## config.mk

```make
export PLATFORM = sky130hd
export DESIGN_NAME = stream_dest_router_flat
export DESIGN_NICKNAME = d
export VERILOG_FILES = /design/src/rtl/stream_dest_router_pkg.sv /design/src/rtl/stream_dest_router_if.sv /design/src/rtl/stream_dest_router_hold_reg.sv /design/src/rtl/stream_dest_router.sv /design/src/flat_wrapper.sv
export SDC_FILE = /design/constraint.sdc
export NUM_CORES = 1
export LEC_CHECK = 0
export ABC_AREA = 1
export CORE_MARGIN = 2
export CORE_UTILIZATION = 30
export DETAILED_ROUTE_END_ITERATION = 8
export GPL_TIMING_DRIVEN = 0
export PLACE_DENSITY_LB_ADDON = 0.25
export SETUP_SLACK_MARGIN = 0.1
export SLEW_MARGIN = 20
export SYNTH_ARGS = -nofsm -noshare
export SYNTH_HDL_FRONTEND = slang
export SYNTH_SLANG_ARGS = --single-unit
```

## constraint.sdc

```tcl
create_clock -name clk -period 1.5 [get_ports clk]
set_input_delay 0.3 -clock clk [delete_from_list [all_inputs] [get_ports clk]]
set_output_delay 0.3 -clock clk [all_outputs]
set_load 0.01 [all_outputs]
```

## src/rtl/stream_dest_router_pkg.sv

```systemverilog
// Shared definitions for the stream crossbar slave-side router: FSM state encoding
// and default widths common to the crossbar blocks.
package stream_dest_router_pkg;

    localparam int DEF_T_DATA_WIDTH = 8;
    localparam int DEF_M_DATA_COUNT = 3;
    localparam int DEF_T_DEST_WIDTH = $clog2(DEF_M_DATA_COUNT);

    typedef enum logic [1:0] {
        ST_IDLE = 2'd0,  // no packet open
        ST_BUSY = 2'd1,  // route latched, packet in flight
        ST_DROP = 2'd2   // discarding a packet with an out-of-range destination
    } router_state_e;

endpackage

```

## src/rtl/stream_dest_router_if.sv

```systemverilog
// Bundle of the router's stream input, arbiter handshake and master-side data signals.
// The slave modport is the router's view; master is the view of whatever drives it.
interface stream_dest_router_if
    import stream_dest_router_pkg::*;
#(
    parameter int T_DATA_WIDTH = DEF_T_DATA_WIDTH,
    parameter int M_DATA_COUNT = DEF_M_DATA_COUNT,
    parameter int T_DEST_WIDTH = DEF_T_DEST_WIDTH
);
    logic [T_DATA_WIDTH-1:0] s_data_i;
    logic [T_DEST_WIDTH-1:0] s_dest_i;
    logic                    s_last_i;
    logic                    s_valid_i;
    logic                    s_ready_o;
    logic [M_DATA_COUNT-1:0] req_o;
    logic [M_DATA_COUNT-1:0] last_o;
    logic [M_DATA_COUNT-1:0] grant_i;
    logic [M_DATA_COUNT-1:0] m_ready_i;
    logic [T_DATA_WIDTH-1:0] m_data_o;
    logic                    m_last_o;
    logic                    m_valid_o;
    logic                    drop_o;

    modport slave (
        input  s_data_i, s_dest_i, s_last_i, s_valid_i, grant_i, m_ready_i,
        output s_ready_o, req_o, last_o, m_data_o, m_last_o, m_valid_o, drop_o
    );

    modport master (
        output s_data_i, s_dest_i, s_last_i, s_valid_i, grant_i, m_ready_i,
        input  s_ready_o, req_o, last_o, m_data_o, m_last_o, m_valid_o, drop_o
    );
endinterface

```

## src/rtl/stream_dest_router_hold_reg.sv

```systemverilog
// One-entry {data,last} holding register with load/unload; load wins over unload so an
// accept and a fire in the same cycle refill the entry without a bubble.
module stream_hold_reg #(
    parameter int T_DATA_WIDTH = 8
) (
    input  logic                    clk,
    input  logic                    rst,
    input  logic                    load_i,
    input  logic                    unload_i,
    input  logic [T_DATA_WIDTH-1:0] data_i,
    input  logic                    last_i,
    output logic                    valid_o,
    output logic [T_DATA_WIDTH-1:0] data_o,
    output logic                    last_o
);
    logic                    valid_q, valid_d;
    logic [T_DATA_WIDTH-1:0] data_q,  data_d;
    logic                    last_q,  last_d;

    always_comb begin
        valid_d = valid_q;
        data_d  = data_q;
        last_d  = last_q;
        if (load_i) begin
            valid_d = 1'b1;
            data_d  = data_i;
            last_d  = last_i;
        end else if (unload_i) begin
            valid_d = 1'b0;
        end
    end

    // NOTE: the data bits are reset too, so m_data_o reads zero during and after reset.
    always_ff @(posedge clk or posedge rst) begin
        if (rst) begin
            valid_q <= 1'b0;
            data_q  <= '0;
            last_q  <= 1'b0;
        end else begin
            // NOTE: non-blocking so every register samples the pre-edge values.
            valid_q <= valid_d;
            data_q  <= data_d;
            last_q  <= last_d;
        end
    end

    assign valid_o = valid_q;
    assign data_o  = data_q;
    assign last_o  = last_q;
endmodule

```

## src/rtl/stream_dest_router.sv

```systemverilog
// Slave-port router: latches the destination from a packet's first beat, requests that
// master's arbiter, and presents the held beat until the arbiter grants and the master takes it.
module stream_dest_router
    import stream_dest_router_pkg::*;
#(
    parameter int T_DATA_WIDTH = DEF_T_DATA_WIDTH,
    parameter int M_DATA_COUNT = DEF_M_DATA_COUNT,
    parameter int T_DEST_WIDTH = DEF_T_DEST_WIDTH
) (
    input logic                 clk,
    input logic                 rst,
    stream_dest_router_if.slave bus
);
    localparam logic [T_DEST_WIDTH:0] DEST_LIMIT = M_DATA_COUNT[T_DEST_WIDTH:0];

    router_state_e           state_q, state_d;
    logic [T_DEST_WIDTH-1:0] dest_q, dest_d;
    logic                    closed_q, closed_d;
    logic                    drop_q, drop_d;

    logic                    hold_valid, hold_last;
    logic [T_DATA_WIDTH-1:0] hold_data;
    logic [M_DATA_COUNT-1:0] dest_oh;
    logic                    grant_sel, ready_sel, fire;
    logic                    s_ready, accept, dest_ok, load;

    always_comb begin
        for (int i = 0; i < M_DATA_COUNT; i++) begin
            dest_oh[i] = (dest_q == T_DEST_WIDTH'(i));
        end
    end

    // Reduction through the one-hot keeps the select safe for any dest_q encoding.
    assign grant_sel = |(bus.grant_i & dest_oh);
    assign ready_sel = |(bus.m_ready_i & dest_oh);
    assign fire      = hold_valid & grant_sel & ready_sel;
    assign dest_ok   = {1'b0, bus.s_dest_i} < DEST_LIMIT;

    always_comb begin
        s_ready = 1'b0;
        unique case (state_q)
            ST_IDLE: s_ready = 1'b1;
            ST_BUSY: s_ready = (!hold_valid || fire) && !(hold_valid && hold_last) && !closed_q;
            ST_DROP: s_ready = 1'b1;
            default: s_ready = 1'b0;
        endcase
    end

    assign accept = bus.s_valid_i & bus.s_ready_o;

    // NOTE: every output of this block gets a default first, so no latch is inferred.
    always_comb begin
        state_d  = state_q;
        dest_d   = dest_q;
        closed_d = closed_q;
        drop_d   = 1'b0;
        load     = 1'b0;
        unique case (state_q)
            ST_IDLE: begin
                if (accept) begin
                    if (dest_ok) begin
                        dest_d   = bus.s_dest_i;
                        load     = 1'b1;
                        closed_d = bus.s_last_i;
                        state_d  = ST_BUSY;
                    end else begin
                        drop_d = 1'b1;
                        if (!bus.s_last_i) state_d = ST_DROP;
                    end
                end
            end
            ST_BUSY: begin
                if (accept) begin
                    load     = 1'b1;
                    closed_d = bus.s_last_i;
                end else if (fire && hold_last) begin
                    closed_d = 1'b0;
                    state_d  = ST_IDLE;
                end
            end
            ST_DROP: begin
                if (accept && bus.s_last_i) state_d = ST_IDLE;
            end
            default: state_d = ST_IDLE;
        endcase
    end

    always_ff @(posedge clk or posedge rst) begin
        if (rst) begin
            state_q  <= ST_IDLE;
            dest_q   <= '0;
            closed_q <= 1'b0;
            drop_q   <= 1'b0;
        end else begin
            state_q  <= state_d;
            dest_q   <= dest_d;
            closed_q <= closed_d;
            drop_q   <= drop_d;
        end
    end

    stream_hold_reg #(
        .T_DATA_WIDTH(T_DATA_WIDTH)
    ) u_hold (
        .clk     (clk),
        .rst     (rst),
        .load_i  (load),
        .unload_i(fire),
        .data_i  (bus.s_data_i),
        .last_i  (bus.s_last_i),
        .valid_o (hold_valid),
        .data_o  (hold_data),
        .last_o  (hold_last)
    );

    // Ready is forced low while reset is held; everything else is already zero from the registers.
    assign bus.s_ready_o = s_ready & ~rst;
    assign bus.req_o     = (state_q == ST_BUSY) ? dest_oh : '0;
    assign bus.last_o    = (state_q == ST_BUSY && hold_valid && hold_last) ? dest_oh : '0;
    assign bus.m_valid_o = hold_valid & grant_sel;
    assign bus.m_data_o  = hold_data;
    assign bus.m_last_o  = hold_last;
    assign bus.drop_o    = drop_q;
endmodule
```

## src/flat_wrapper.sv

```systemverilog
// flat-port wrapper written by rule: the top's interface ports become plain ports
module stream_dest_router_flat import stream_dest_router_pkg::*;
#(
    parameter int T_DATA_WIDTH = DEF_T_DATA_WIDTH,
    parameter int M_DATA_COUNT = DEF_M_DATA_COUNT,
    parameter int T_DEST_WIDTH = DEF_T_DEST_WIDTH
)
  (clk, rst, bus_s_data_i, bus_s_dest_i, bus_s_last_i, bus_s_valid_i, bus_grant_i, bus_m_ready_i, bus_s_ready_o, bus_req_o, bus_last_o, bus_m_data_o, bus_m_last_o, bus_m_valid_o, bus_drop_o);
  stream_dest_router_if #(.T_DATA_WIDTH(T_DATA_WIDTH), .M_DATA_COUNT(M_DATA_COUNT), .T_DEST_WIDTH(T_DEST_WIDTH)) bus_i ();
  input logic clk;
  input logic rst;
  input wire logic [$bits(bus_i.s_data_i)-1:0] bus_s_data_i;
  input wire logic [$bits(bus_i.s_dest_i)-1:0] bus_s_dest_i;
  input wire logic [$bits(bus_i.s_last_i)-1:0] bus_s_last_i;
  input wire logic [$bits(bus_i.s_valid_i)-1:0] bus_s_valid_i;
  input wire logic [$bits(bus_i.grant_i)-1:0] bus_grant_i;
  input wire logic [$bits(bus_i.m_ready_i)-1:0] bus_m_ready_i;
  output wire logic [$bits(bus_i.s_ready_o)-1:0] bus_s_ready_o;
  output wire logic [$bits(bus_i.req_o)-1:0] bus_req_o;
  output wire logic [$bits(bus_i.last_o)-1:0] bus_last_o;
  output wire logic [$bits(bus_i.m_data_o)-1:0] bus_m_data_o;
  output wire logic [$bits(bus_i.m_last_o)-1:0] bus_m_last_o;
  output wire logic [$bits(bus_i.m_valid_o)-1:0] bus_m_valid_o;
  output wire logic [$bits(bus_i.drop_o)-1:0] bus_drop_o;
  assign bus_i.s_data_i = bus_s_data_i;
  assign bus_i.s_dest_i = bus_s_dest_i;
  assign bus_i.s_last_i = bus_s_last_i;
  assign bus_i.s_valid_i = bus_s_valid_i;
  assign bus_i.grant_i = bus_grant_i;
  assign bus_i.m_ready_i = bus_m_ready_i;
  assign bus_s_ready_o = bus_i.s_ready_o;
  assign bus_req_o = bus_i.req_o;
  assign bus_last_o = bus_i.last_o;
  assign bus_m_data_o = bus_i.m_data_o;
  assign bus_m_last_o = bus_i.m_last_o;
  assign bus_m_valid_o = bus_i.m_valid_o;
  assign bus_drop_o = bus_i.drop_o;
  stream_dest_router #(.T_DATA_WIDTH(T_DATA_WIDTH), .M_DATA_COUNT(M_DATA_COUNT), .T_DEST_WIDTH(T_DEST_WIDTH)) u_core (.clk(clk), .rst(rst), .bus(bus_i));
endmodule
```

==> results list <==
* Clock root buffer master: sky130_fd_sc_hd__clkbuf_4
- The final layout contains 193 nets.
- Number of buffers created by CTS: 3
- The internal portion of the total power is 1.65 mW.
* Die Height: 59.7 um
- The critical path is of the flop to output port type.
* Worst hold path type: input port to asynchronous set/reset pin
- Initial antenna violation count: 0
- Leaving out filler cells and counting taps, the final layout contains 204.
- Leaving out fill and tap cells, the most frequent cell in the layout is sky130_fd_sc_hd__nand2_1.
- The detail route stage leaves a number of antenna-violating nets equal to 0.
- Cell breakdown of the critical path: nor2_2, nand2_1, nand3_2, nand3_2, nand2_2, nand2_2, a21oi_2, buf_2
* Fraction of power consumed by combinational cells: 63.7%
- Worst setup SP type: flop
- The layout has 298 filler cells.
- Std cell rows: 20
* Grt total ovfl: 0
- For the worst setup path, the data required time is 1.20 ns.
* Weighted congestion at the end of routability-driven global placement: 0.806
* Path depth of the worst reg2reg path: 12
- Entering global routing, the biggest net connects 21 pins.
* Proportion of power drawn by flip-flops and latches: 28.7%
- The first global-routing pass estimated 3970 um of wire.
- The repair_antennas step left the layout with diodes totalling 0.
- In this run the count of I/O pins placed on the die edge is 38.
- Portion of total power attributed to the clock network: 7.6%
- Relative slew slack: 66.9%
- Count of final setup violators: 19
* Area used by multi-input combinational logic: 528 um2
- At the worst endpoint, the arrival time is 1.51 ns.
- When the netlist entered floorplanning its net count stood at 134.
- The via count of the first global-routing pass is 1008.
* Critical path fanouts, max: 4
- Per-cell via count in the routed design: 4.65
* Run status: finished, violations left
* Core outline area: 3000 um2
* Worst R2R End: u_core.u_hold.data_o[5]
* Failing checks: negative setup slack
- The synthesized design devotes to its leading area cell type 43.0% of total area.
- Wires add up to 2470 um.
- Once detailed placement completed, the half-perimeter wirelength came to 1700 um.
- In this run the worst setup path begins at u_core.dest_q[0].
- Max incr delay on CP: 0.45 ns
* Count of clock tree sinks: 16
- Overall Power: 2.86 mW
* Final worst clock skew: 0.00112 ns
- Post-synthesis to final-layout area growth: 67.5%
- Setup repair after global routing missed its margin: true
- Routed length per instance: 12.1 um
- Slowest stage cell, crit path: sky130_fd_sc_hd__dfrtp_2
* Fraction of the yosys area taken by sequential cells: 43.0%
* Fraction of layout instances using a drive strength above 1: 42.1%
* Area enclosed by the die boundary: 3570 um2
- Input and output buffers added on the ports amount to 37.
- For this block, the initial DRC count from the detailed router was 23.
- Post-placement cell area: 1350 um2
- Summed over all nets, the switching power comes to 1.21 mW.
- Main area contributors after synthesis: sky130_fd_sc_hd__dfrtp_1 (43%), sky130_fd_sc_hd__nand2_1 (15%), sky130_fd_sc_hd__nand3_2 (13%), sky130_fd_sc_hd__nor2_1 (5.2%), sky130_fd_sc_hd__inv_1 (4.8%)
- For this run, the total global-route usage over all layers was measured as 14.7%.
- Clock-pin slew on the worst setup and hold paths: 0.09 ns
* Synthesized instance count: 114
- Clock network latency to the later pin of the worst-skew pair: 0.27 ns
* Starting utilization of the core area: 31.0%
* Nature of the critical path endpoint: output port
* DRC: 0
- The library cells used most frequently in the layout, excluding fill and tap cells, are sky130_fd_sc_hd__nand2_1 (34), sky130_fd_sc_hd__clkdlybuf4s50_1 (18), sky130_fd_sc_hd__nand3_2 (13), sky130_fd_sc_hd__buf_4 (12), sky130_fd_sc_hd__dfrtp_1 (12).
* Final critical-path share of the clock period: 121%
* Pins over their slew limit: 0
- DR vias: 948
* Post-route worst setup slack: -0.315 ns
* Slack of the worst reg-to-reg path: -0.31 ns
* Post-Syn Area: 932 um2
- The number of failing hold endpoints at the final stage was 0.
- Number of warnings reported in the yosys synthesis log: 0
* Die width: 59.7 um
* Max-capacitance violation count: 0
* TritonCTS clock tree: built
* Number of H-tree branching levels: 1
* Final design area excluding fillers: 1560 um2
* Area occupied by registers: 405 um2
- The analysis attributes to cell leakage a power of 0.800 nW.
* Cell variety after synth: 18
* Cell count after placement: 184
* Number of buffers inserted for hold repair after clock tree synthesis: 0
- Total power per unit cell area: 1830 nW/um2
* Seq cells post-synth: 16
* Per-instance average area after synthesis: 8.18 um2
- Buffers from clock root to sink, at most: 2
* Maximum ir drop on the vdd rail: 0.765 mV
- Reg-to-reg critical path startpoint: u_core.dest_q[0]
* Slew at the pin closest to its max-slew limit: 0.496 ns
- Capturing element of the worst setup path: bus_s_ready_o
- Cell taking the most area after synthesis: sky130_fd_sc_hd__dfrtp_1
- Post-layout min period: 1.81 ns
- Static timing analysis puts the maximum clock frequency at 0.551 GHz.
- Before antenna repair, the detailed router went through 4 iterations.
- Switching power as a share of total power: 42.3%
layout make-up:
type                    count  area share (%)
well taps                  33            2.64
repair buffers             54            30.9
clock buffers               3            1.44
multi-input cells          83            33.8
plain buffers               2            1.68
flip-flops and latches     16            26.0
inverters                  13            3.53
layer usage:
layer | vias to the layer above | wire [um] | GRT usage [%]
met4 | 0 | 19 | 6.35
met3 | 2 | 211 | 4.55
met1 | 439 | 949 | 15.0
met2 | 29 | 1290 | 27.2
li1 | 478 | - | -
met5 | - | 0 | 0
Yosys cell counts:
cell and instances:
sky130_fd_sc_hd__o21ai_1 2, sky130_fd_sc_hd__a211o_1 1, sky130_fd_sc_hd__nand2_4 2, sky130_fd_sc_hd__inv_2 1, sky130_fd_sc_hd__a21oi_1 1, sky130_fd_sc_hd__nand4_2 1
sky130_fd_sc_hd__nand3_1 8, sky130_fd_sc_hd__o21bai_1 1, sky130_fd_sc_hd__nand4_4 1, sky130_fd_sc_hd__nand2_2 2, sky130_fd_sc_hd__inv_1 12, sky130_fd_sc_hd__o21ai_0 1
sky130_fd_sc_hd__o211ai_1 1, sky130_fd_sc_hd__nand3_2 12, sky130_fd_sc_hd__nor2_1 13, sky130_fd_sc_hd__buf_6 2, sky130_fd_sc_hd__nand2_1 37, sky130_fd_sc_hd__dfrtp_1 16
per-stage QoR:
stage | setup TNS (ns) | util, % | setup WS, ns | hold slack (ns)
after global placement | -11.98 | 44.8 | -0.661 | 0.464
after global routing | -6.63 | 52.0 | -0.404 | 0.258
after floorplan | 0 | - | 0.00458 | 0.277
final | -4.60 | 52.0 | -0.315 | 0.231
after CTS | -3.65 | 47.9 | -0.303 | 0.213
after detailed placement | -12.08 | 44.8 | -0.661 | 0.484
what timing repair did:
item	in CTS	in global routing
buffers inserted	15	4
endpoints found under the setup margin	34	24
pin swaps	7	11
cloned	0	1
resized for setup	55	20
registers in the layout (all words and copies together) (netlist names):
register	flops
u_core.u_hold.last_o	1
u_core.u_hold.valid_o	1
u_core.state_q	2
u_core.dest_q	2
u_core.u_hold.data_o	8
u_core.closed_q	1
u_core.bus.drop_o	1
power by group through the flow:
stage | Sequential (mW) | Clock (mW) | Combinational [mW]
floorplan | 0.856 | 0 | 0.801
global placement | 0.828 | 0 | 1.36
detailed placement | 0.838 | 0 | 1.39
CTS | 0.812 | 0.228 | 1.61
global route | 0.843 | 0.250 | 2.00
finish | 0.821 | 0.217 | 1.83
kinds of logic after synthesis:
| family | after synthesis | share of synthesized area, % |
|---|---|---|
| compound gates | 7 | 4.70 |
| flops | 16 | 43.0 |
| simple gates | 76 | 44.7 |
| buf+inv | 15 | 7.65 |
worst min-delay path by stage:
stage,depth (start not counted),end,start
floorplan,1,u_core.bus.drop_o,rst
global placement,2,u_core.closed_q,u_core.closed_q
detailed placement,2,u_core.closed_q,u_core.closed_q
CTS,2,u_core.u_hold.valid_o,rst
global route,2,u_core.bus.drop_o,rst
finish,2,u_core.state_q[0],rst
worst max-delay path: cells and delay by family, from the launching register on:
kind / cells / cell delay (ns)
AO/OA/AOI/OAI: 1 / 0.10
buffers and inverters: 1 / 0.14
flip-flops: 1 / 0.45
AND/OR/NAND/NOR: 6 / 0.55
Note: power is estimated with default switching activity, not from simulation.
